==> src/rtl/vexecution_unit.sv <==
// vexecution_unit
//   Vector integer execution unit. A command describes VL elements; the
//   operands arrive as NUM_LANES-wide beats and every accepted beat produces
//   one registered result beat one cycle later. One command is in flight at a
//   time, and a single output register feeds writeback.
//
// Ports
//   clk, reset (asynchronous, active low)
//   cmd_valid/cmd_ready, cmd_op, cmd_vl, cmd_use_scalar, cmd_scalar
//   src_valid/src_ready, src_a, src_b       (lane i at [i*ELEM_WIDTH +: ELEM_WIDTH])
//   res_valid/res_ready, res_data, res_mask, res_last
//   busy                                    (FSM not idle or result pending)
//
// Build option
//   VEXU_SATURATE_EN : when defined, ADD and SUB saturate as signed values;
//                      otherwise they wrap modulo 2^ELEM_WIDTH.

module vexecution_unit #(
  parameter int NUM_LANES  = 4,
  parameter int ELEM_WIDTH = 32,
  parameter int MAX_VL     = 64,
  parameter int VL_WIDTH   = $clog2(MAX_VL) + 1
) (
  input  logic                            clk,
  input  logic                            reset,
  input  logic                            cmd_valid,
  output logic                            cmd_ready,
  input  logic [2:0]                      cmd_op,
  input  logic [VL_WIDTH-1:0]             cmd_vl,
  input  logic                            cmd_use_scalar,
  input  logic [ELEM_WIDTH-1:0]           cmd_scalar,
  input  logic                            src_valid,
  output logic                            src_ready,
  input  logic [NUM_LANES*ELEM_WIDTH-1:0] src_a,
  input  logic [NUM_LANES*ELEM_WIDTH-1:0] src_b,
  output logic                            res_valid,
  input  logic                            res_ready,
  output logic [NUM_LANES*ELEM_WIDTH-1:0] res_data,
  output logic [NUM_LANES-1:0]            res_mask,
  output logic                            res_last,
  output logic                            busy
);

  localparam int SH_W = $clog2(ELEM_WIDTH);
  localparam logic [VL_WIDTH-1:0] LANES_VL = VL_WIDTH'(NUM_LANES);
  localparam logic [VL_WIDTH-1:0] MAX_VL_V = VL_WIDTH'(MAX_VL);

  typedef enum logic [2:0] {
    OP_ADD = 3'd0, OP_SUB = 3'd1, OP_AND = 3'd2, OP_OR  = 3'd3,
    OP_XOR = 3'd4, OP_SLL = 3'd5, OP_MIN = 3'd6, OP_MAX = 3'd7
  } op_e;

  typedef enum logic { IDLE, EXEC } state_e;

  state_e                  state;
  op_e                     op_q;
  logic                    use_scalar_q;
  logic [ELEM_WIDTH-1:0]   scalar_q;
  logic [VL_WIDTH-1:0]     remaining;
  logic [VL_WIDTH-1:0]     eff_vl;
  logic                    src_fire;
  logic                    last_beat;
  logic [NUM_LANES*ELEM_WIDTH-1:0] lane_res;
  logic [NUM_LANES-1:0]            lane_mask;

  // Per-lane ALU. MIN/MAX compare signed and return a on equality.
  function automatic logic [ELEM_WIDTH-1:0] alu(input op_e op,
                                                input logic [ELEM_WIDTH-1:0] a,
                                                input logic [ELEM_WIDTH-1:0] b);
    logic [ELEM_WIDTH-1:0] r;
`ifdef VEXU_SATURATE_EN
    logic [ELEM_WIDTH:0] ext;
    ext = '0;
`endif
    r = '0;
    case (op)
`ifdef VEXU_SATURATE_EN
      // One extra sign bit exposes overflow: the top two bits disagree.
      OP_ADD, OP_SUB: begin
        if (op == OP_ADD) ext = {a[ELEM_WIDTH-1], a} + {b[ELEM_WIDTH-1], b};
        else              ext = {a[ELEM_WIDTH-1], a} - {b[ELEM_WIDTH-1], b};
        if (ext[ELEM_WIDTH] != ext[ELEM_WIDTH-1])
          r = ext[ELEM_WIDTH] ? {1'b1, {(ELEM_WIDTH-1){1'b0}}}
                              : {1'b0, {(ELEM_WIDTH-1){1'b1}}};
        else
          r = ext[ELEM_WIDTH-1:0];
      end
`else
      OP_ADD: r = a + b;
      OP_SUB: r = a - b;
`endif
      OP_AND: r = a & b;
      OP_OR:  r = a | b;
      OP_XOR: r = a ^ b;
      OP_SLL: r = a << b[SH_W-1:0];
      OP_MIN: r = ($signed(b) < $signed(a)) ? b : a;
      OP_MAX: r = ($signed(b) > $signed(a)) ? b : a;
      default: r = '0;
    endcase
    return r;
  endfunction

  assign eff_vl    = (cmd_vl > MAX_VL_V) ? MAX_VL_V : cmd_vl;
  assign cmd_ready = (state == IDLE);
  assign src_ready = (state == EXEC) && (!res_valid || res_ready);
  assign src_fire  = src_valid && src_ready;
  assign last_beat = (remaining <= LANES_VL);
  assign busy      = (state != IDLE) || res_valid;

  // Compute every lane of the current beat; lanes beyond the remaining
  // element count are forced to zero and left out of the mask.
  always_comb begin
    lane_res  = '0;
    lane_mask = '0;
    for (int i = 0; i < NUM_LANES; i++) begin
      if (VL_WIDTH'(i) < remaining) begin
        lane_mask[i] = 1'b1;
        lane_res[i*ELEM_WIDTH +: ELEM_WIDTH] =
          alu(op_q, src_a[i*ELEM_WIDTH +: ELEM_WIDTH],
              use_scalar_q ? scalar_q : src_b[i*ELEM_WIDTH +: ELEM_WIDTH]);
      end
    end
  end

  // Command FSM and the result register. A new beat may overwrite the held
  // result in the same edge it is consumed, giving one beat per cycle.
  always_ff @(posedge clk or negedge reset) begin
    if (!reset) begin
      state        <= IDLE;
      op_q         <= OP_ADD;
      use_scalar_q <= 1'b0;
      scalar_q     <= '0;
      remaining    <= '0;
      res_valid    <= 1'b0;
      res_data     <= '0;
      res_mask     <= '0;
      res_last     <= 1'b0;
    end else begin
      if (src_fire) begin
        res_valid <= 1'b1;
        res_data  <= lane_res;
        res_mask  <= lane_mask;
        res_last  <= last_beat;
      end else if (res_ready) begin
        res_valid <= 1'b0;
      end

      case (state)
        IDLE: begin
          if (cmd_valid) begin
            op_q         <= op_e'(cmd_op);
            use_scalar_q <= cmd_use_scalar;
            scalar_q     <= cmd_scalar;
            if (eff_vl != '0) begin
              remaining <= eff_vl;
              state     <= EXEC;
            end
          end
        end
        EXEC: begin
          if (src_fire) begin
            if (last_beat) begin
              remaining <= '0;
              state     <= IDLE;
            end else begin
              remaining <= remaining - LANES_VL;
            end
          end
        end
        default: state <= IDLE;
      endcase
    end
  end

endmodule

==> config.mk <==
export PLATFORM = sky130hd
export DESIGN_NAME = vexecution_unit
export DESIGN_NICKNAME = d
export VERILOG_FILES = /design/src/rtl/vexecution_unit.sv
export SDC_FILE = /design/constraint.sdc
export NUM_CORES = 2
export LEC_CHECK = 0
export ABC_AREA = 0
export BUFFER_PORTS_ARGS = -buffer_cell sky130_fd_sc_hd__buf_2
export CAP_MARGIN = 30
export CORE_MARGIN = 8
export CORE_UTILIZATION = 55
export CTS_CLUSTER_SIZE = 16
export DETAILED_ROUTE_END_ITERATION = 10
export PLACE_DENSITY = 0.76
export SYNTH_ARGS = -nofsm -noshare
export SYNTH_HDL_FRONTEND = slang
export SYNTH_SLANG_ARGS = --single-unit
==> constraint.sdc <==
create_clock -name clk -period 12.1 [get_ports clk]
set_input_delay 1.21 -clock clk [delete_from_list [all_inputs] [get_ports clk]]
set_output_delay 1.21 -clock clk [all_outputs]
set_load 0.05 [all_outputs]
==> metrics.yaml <==
worstPathArrival_ns: 7.60
finalCritPeriodShare: 0.5907
rows: 96
critPathMaxStageDelay_ns: 0.84
pin_count: 441
slew_headroom: 0.2280
synthToLayoutAreaGrowth_pct: 8.970
timing.fmax_mhz: 139.9
wl_per_cell_um: 27.74
syn-num-nets: 6049
cts_setup_buffers: 0
setup_viol: 0
worstMarginPinSlew_ns: 1.126
synth_cell_types: 99
start_kind: "flop"
async_flop_share: 1.000
rsz0062_at_grt: "no"
grt_max_degree: 137
min_path_cells: 2
seq_area_frac_synth: 0.1178
syn_inst: 5227
final_cell_area_um2: 41210
numCtsBuffers: 17
ctsResizeCount: 0
fin_skew_ns: 0.03824
end_kind: "flop"
crit_top_cell: "xnor2_1"
grt_pass1_vias: 40910
start_util: 0.5533
grt_pass1_wl_mm: 259.8
drcViolationCount: 0
hpwl_mm: 129.4
register_area_um2: 4469
insertion_delay_ns: 0.55
core_area_um2: 68350
port_buffers: 440
cp_max_fo: 136
syn_area_um2: 37820
fin_setup_tns_ns: 0
htreeDepth: 4
die_y_um: 278.2
path_clk_slew_ns: 0.08
cts_tree: "yes"
wl_mm: 175.5
clockRootBuffer: "clkbuf_16"
syn-mean-instance-area_um2: 7.235
final_hold_viol_count: 0
layout.nets: 6243
dieArea_um2: 77400
holdBufCountCts: 0
yosys-top-cells-area: "ha_1 17%, dfrtp_1 12%, mux2i_1 7.4%"
overflow: 0
crit_type: "flop to flop"
hold_path_class: "flop to flop"
routed_via_density: 6.924
yosysWarningCount: 0
final-max-slew-violation-count: 0
dieWidth_um: 278.2
drtIter0Drc: 7130
dpl_cell_area_um2: 40570
instances_no_fill: 6329
yosys.area.top_type_share: 0.1701
drv_cap: 0
post-route-min-period_ns: 7.148
path_cells: "buf_12 -> mux2i_1 -> nand4_1 -> or4_1 -> or2_2 -> o31ai_1 -> xnor2_1 -> ha_1 -> and4_1 -> a221oi_1 -> o211ai_1 -> o311ai_0 -> nand3_1 -> a41oi_1 -> xnor2_1 -> nand2_1 -> a21oi_1"
setup_slack_ns: 4.952
grt.total_usage: 0.4307
yosys_most_used_dff: "dfrtp_1"
multi_input_area_um2: 30550
antenna_found_initial: 17
first_pass_iters: 10
cts_buffer_depth: 2
required_ns: 12.55
ys_top_cells_by_count: "599 x nand2_1, 514 x ha_1, 504 x a21oi_1"
final_layout_size_suffix_gt1_frac: 0.1299
fillCellCount: 6512
dpl_worst_slack_ns: 5.297
dp_cells: 6283
gp_congestion: 1.071
reg2reg_depth: 17
cp_slowest_cell: "dfrtp_4"
status: "finished, final reports clean"
yosysMostFrequentCell: "nand2_1"
synth_edf_count: 0
synth_seq_cells: 178
final_antenna_net_count: 0
numClockSinks: 178
synth_top_area_cell: "ha_1"
vias: 43820
==> cell usage in the layout (no fill, tap or decap), types with 78 or more instances in the layout <==
cell / Yosys / layout
dfrtp_1: 178 / 174
inv_1: 408 / 407
buf_2: 53 / 439
a21oi_1: 504 / 503
mux2i_1: 280 / 275
nor2_1: 375 / 370
nor3_1: 80 / 78
o21ai_0: 385 / 385
o211ai_1: 84 / 84
o221ai_1: 89 / 89
a21o_1: 110 / 110
a211oi_1: 91 / 91
xnor2_1: 185 / 185
nand3_1: 105 / 103
ha_1: 514 / 514
nand2_1: 599 / 595
==> registers in the layout, indices dropped and copies added (netlist names) <==
| register | flops |
|---|---|
| op_q | 3 |
| remaining | 7 |
| res_data | 128 |
| res_last | 1 |
| res_mask | 4 |
| res_valid | 1 |
| scalar_q | 32 |
| state | 1 |
| use_scalar_q | 1 |
==> cell type report <==
| class | instances | share of cell area |
|---|---|---|
| timing repair buffer | 518 | 0.06962 |
| antenna | 13 | 0.0007894 |
| inverter | 420 | 0.03844 |
| clock inverter | 13 | 0.003461 |
| sequential | 178 | 0.1085 |
| tap | 882 | 0.02678 |
| multi-input combinational | 4286 | 0.7415 |
| clock buffer | 19 | 0.01099 |
==> critical path: cells and delay by family, from the launching register on <==
kind / cells / cell delay, ns
fa+ha+maj: 1 / 0.39
xor+xnor: 2 / 0.26
mux: 1 / 0.65
flops: 1 / 0.84
simple gates: 6 / 1.76
compound gates: 6 / 2.38
buf+inv: 1 / 0.67
==> path summary, 6_finish.rpt <==
check | startpoint | end | slack (ns)
min in group asynchronous | reset | res_data[86] | 0.73
hold / removal | res_data[65] | res_data[65] | 0.47
max in group asynchronous | reset | op_q[0] | 9.89
setup / recovery | use_scalar_q | res_data[94] | 4.95
hold reg to reg | res_data[65] | res_data[65] | 0.47
setup reg to reg | use_scalar_q | res_data[94] | 4.95
==> stage by stage <==
| stage | util | hold slack, ns |
|---|---|---|
| 2_1_floorplan | - | 0.4706 |
| 3_3_place_gp | 0.5927 | 0.4455 |
| 3_5_place_dp | 0.5935 | 0.4585 |
| 4_1_cts | 0.6022 | 0.4774 |
| 5_1_grt | 0.6027 | 0.4931 |
| 6_report | 0.6029 | 0.4731 |
==> layer usage <==
metal	vias to the layer above	track usage	share of wire
met5	-	0	0.00032
met4	8	0.2528	0.068
met3	725	0.1626	0.15
met2	3327	0.6122	0.40
met1	20380	0.5505	0.38
li1	19380	-	-
==> cells by family (layout without fill, tap and decap cells) <==
logic type      count (synthesis)  count (layout)  share of synthesized area
compound gates               1812            1812                     0.3116
xor+xnor                      222             222                    0.05161
simple gates                 1372            1372                     0.1596
fa+ha+maj                     518             518                     0.1722
mux                           362             362                     0.1076
buf+inv                       763             970                    0.07957
flops                         178             178                     0.1178
other cells                     0              13                          0
Power is left out: the tool's default activity adds up to more than one toggle a clock period on the data nets, which glitch-free logic cannot reach.
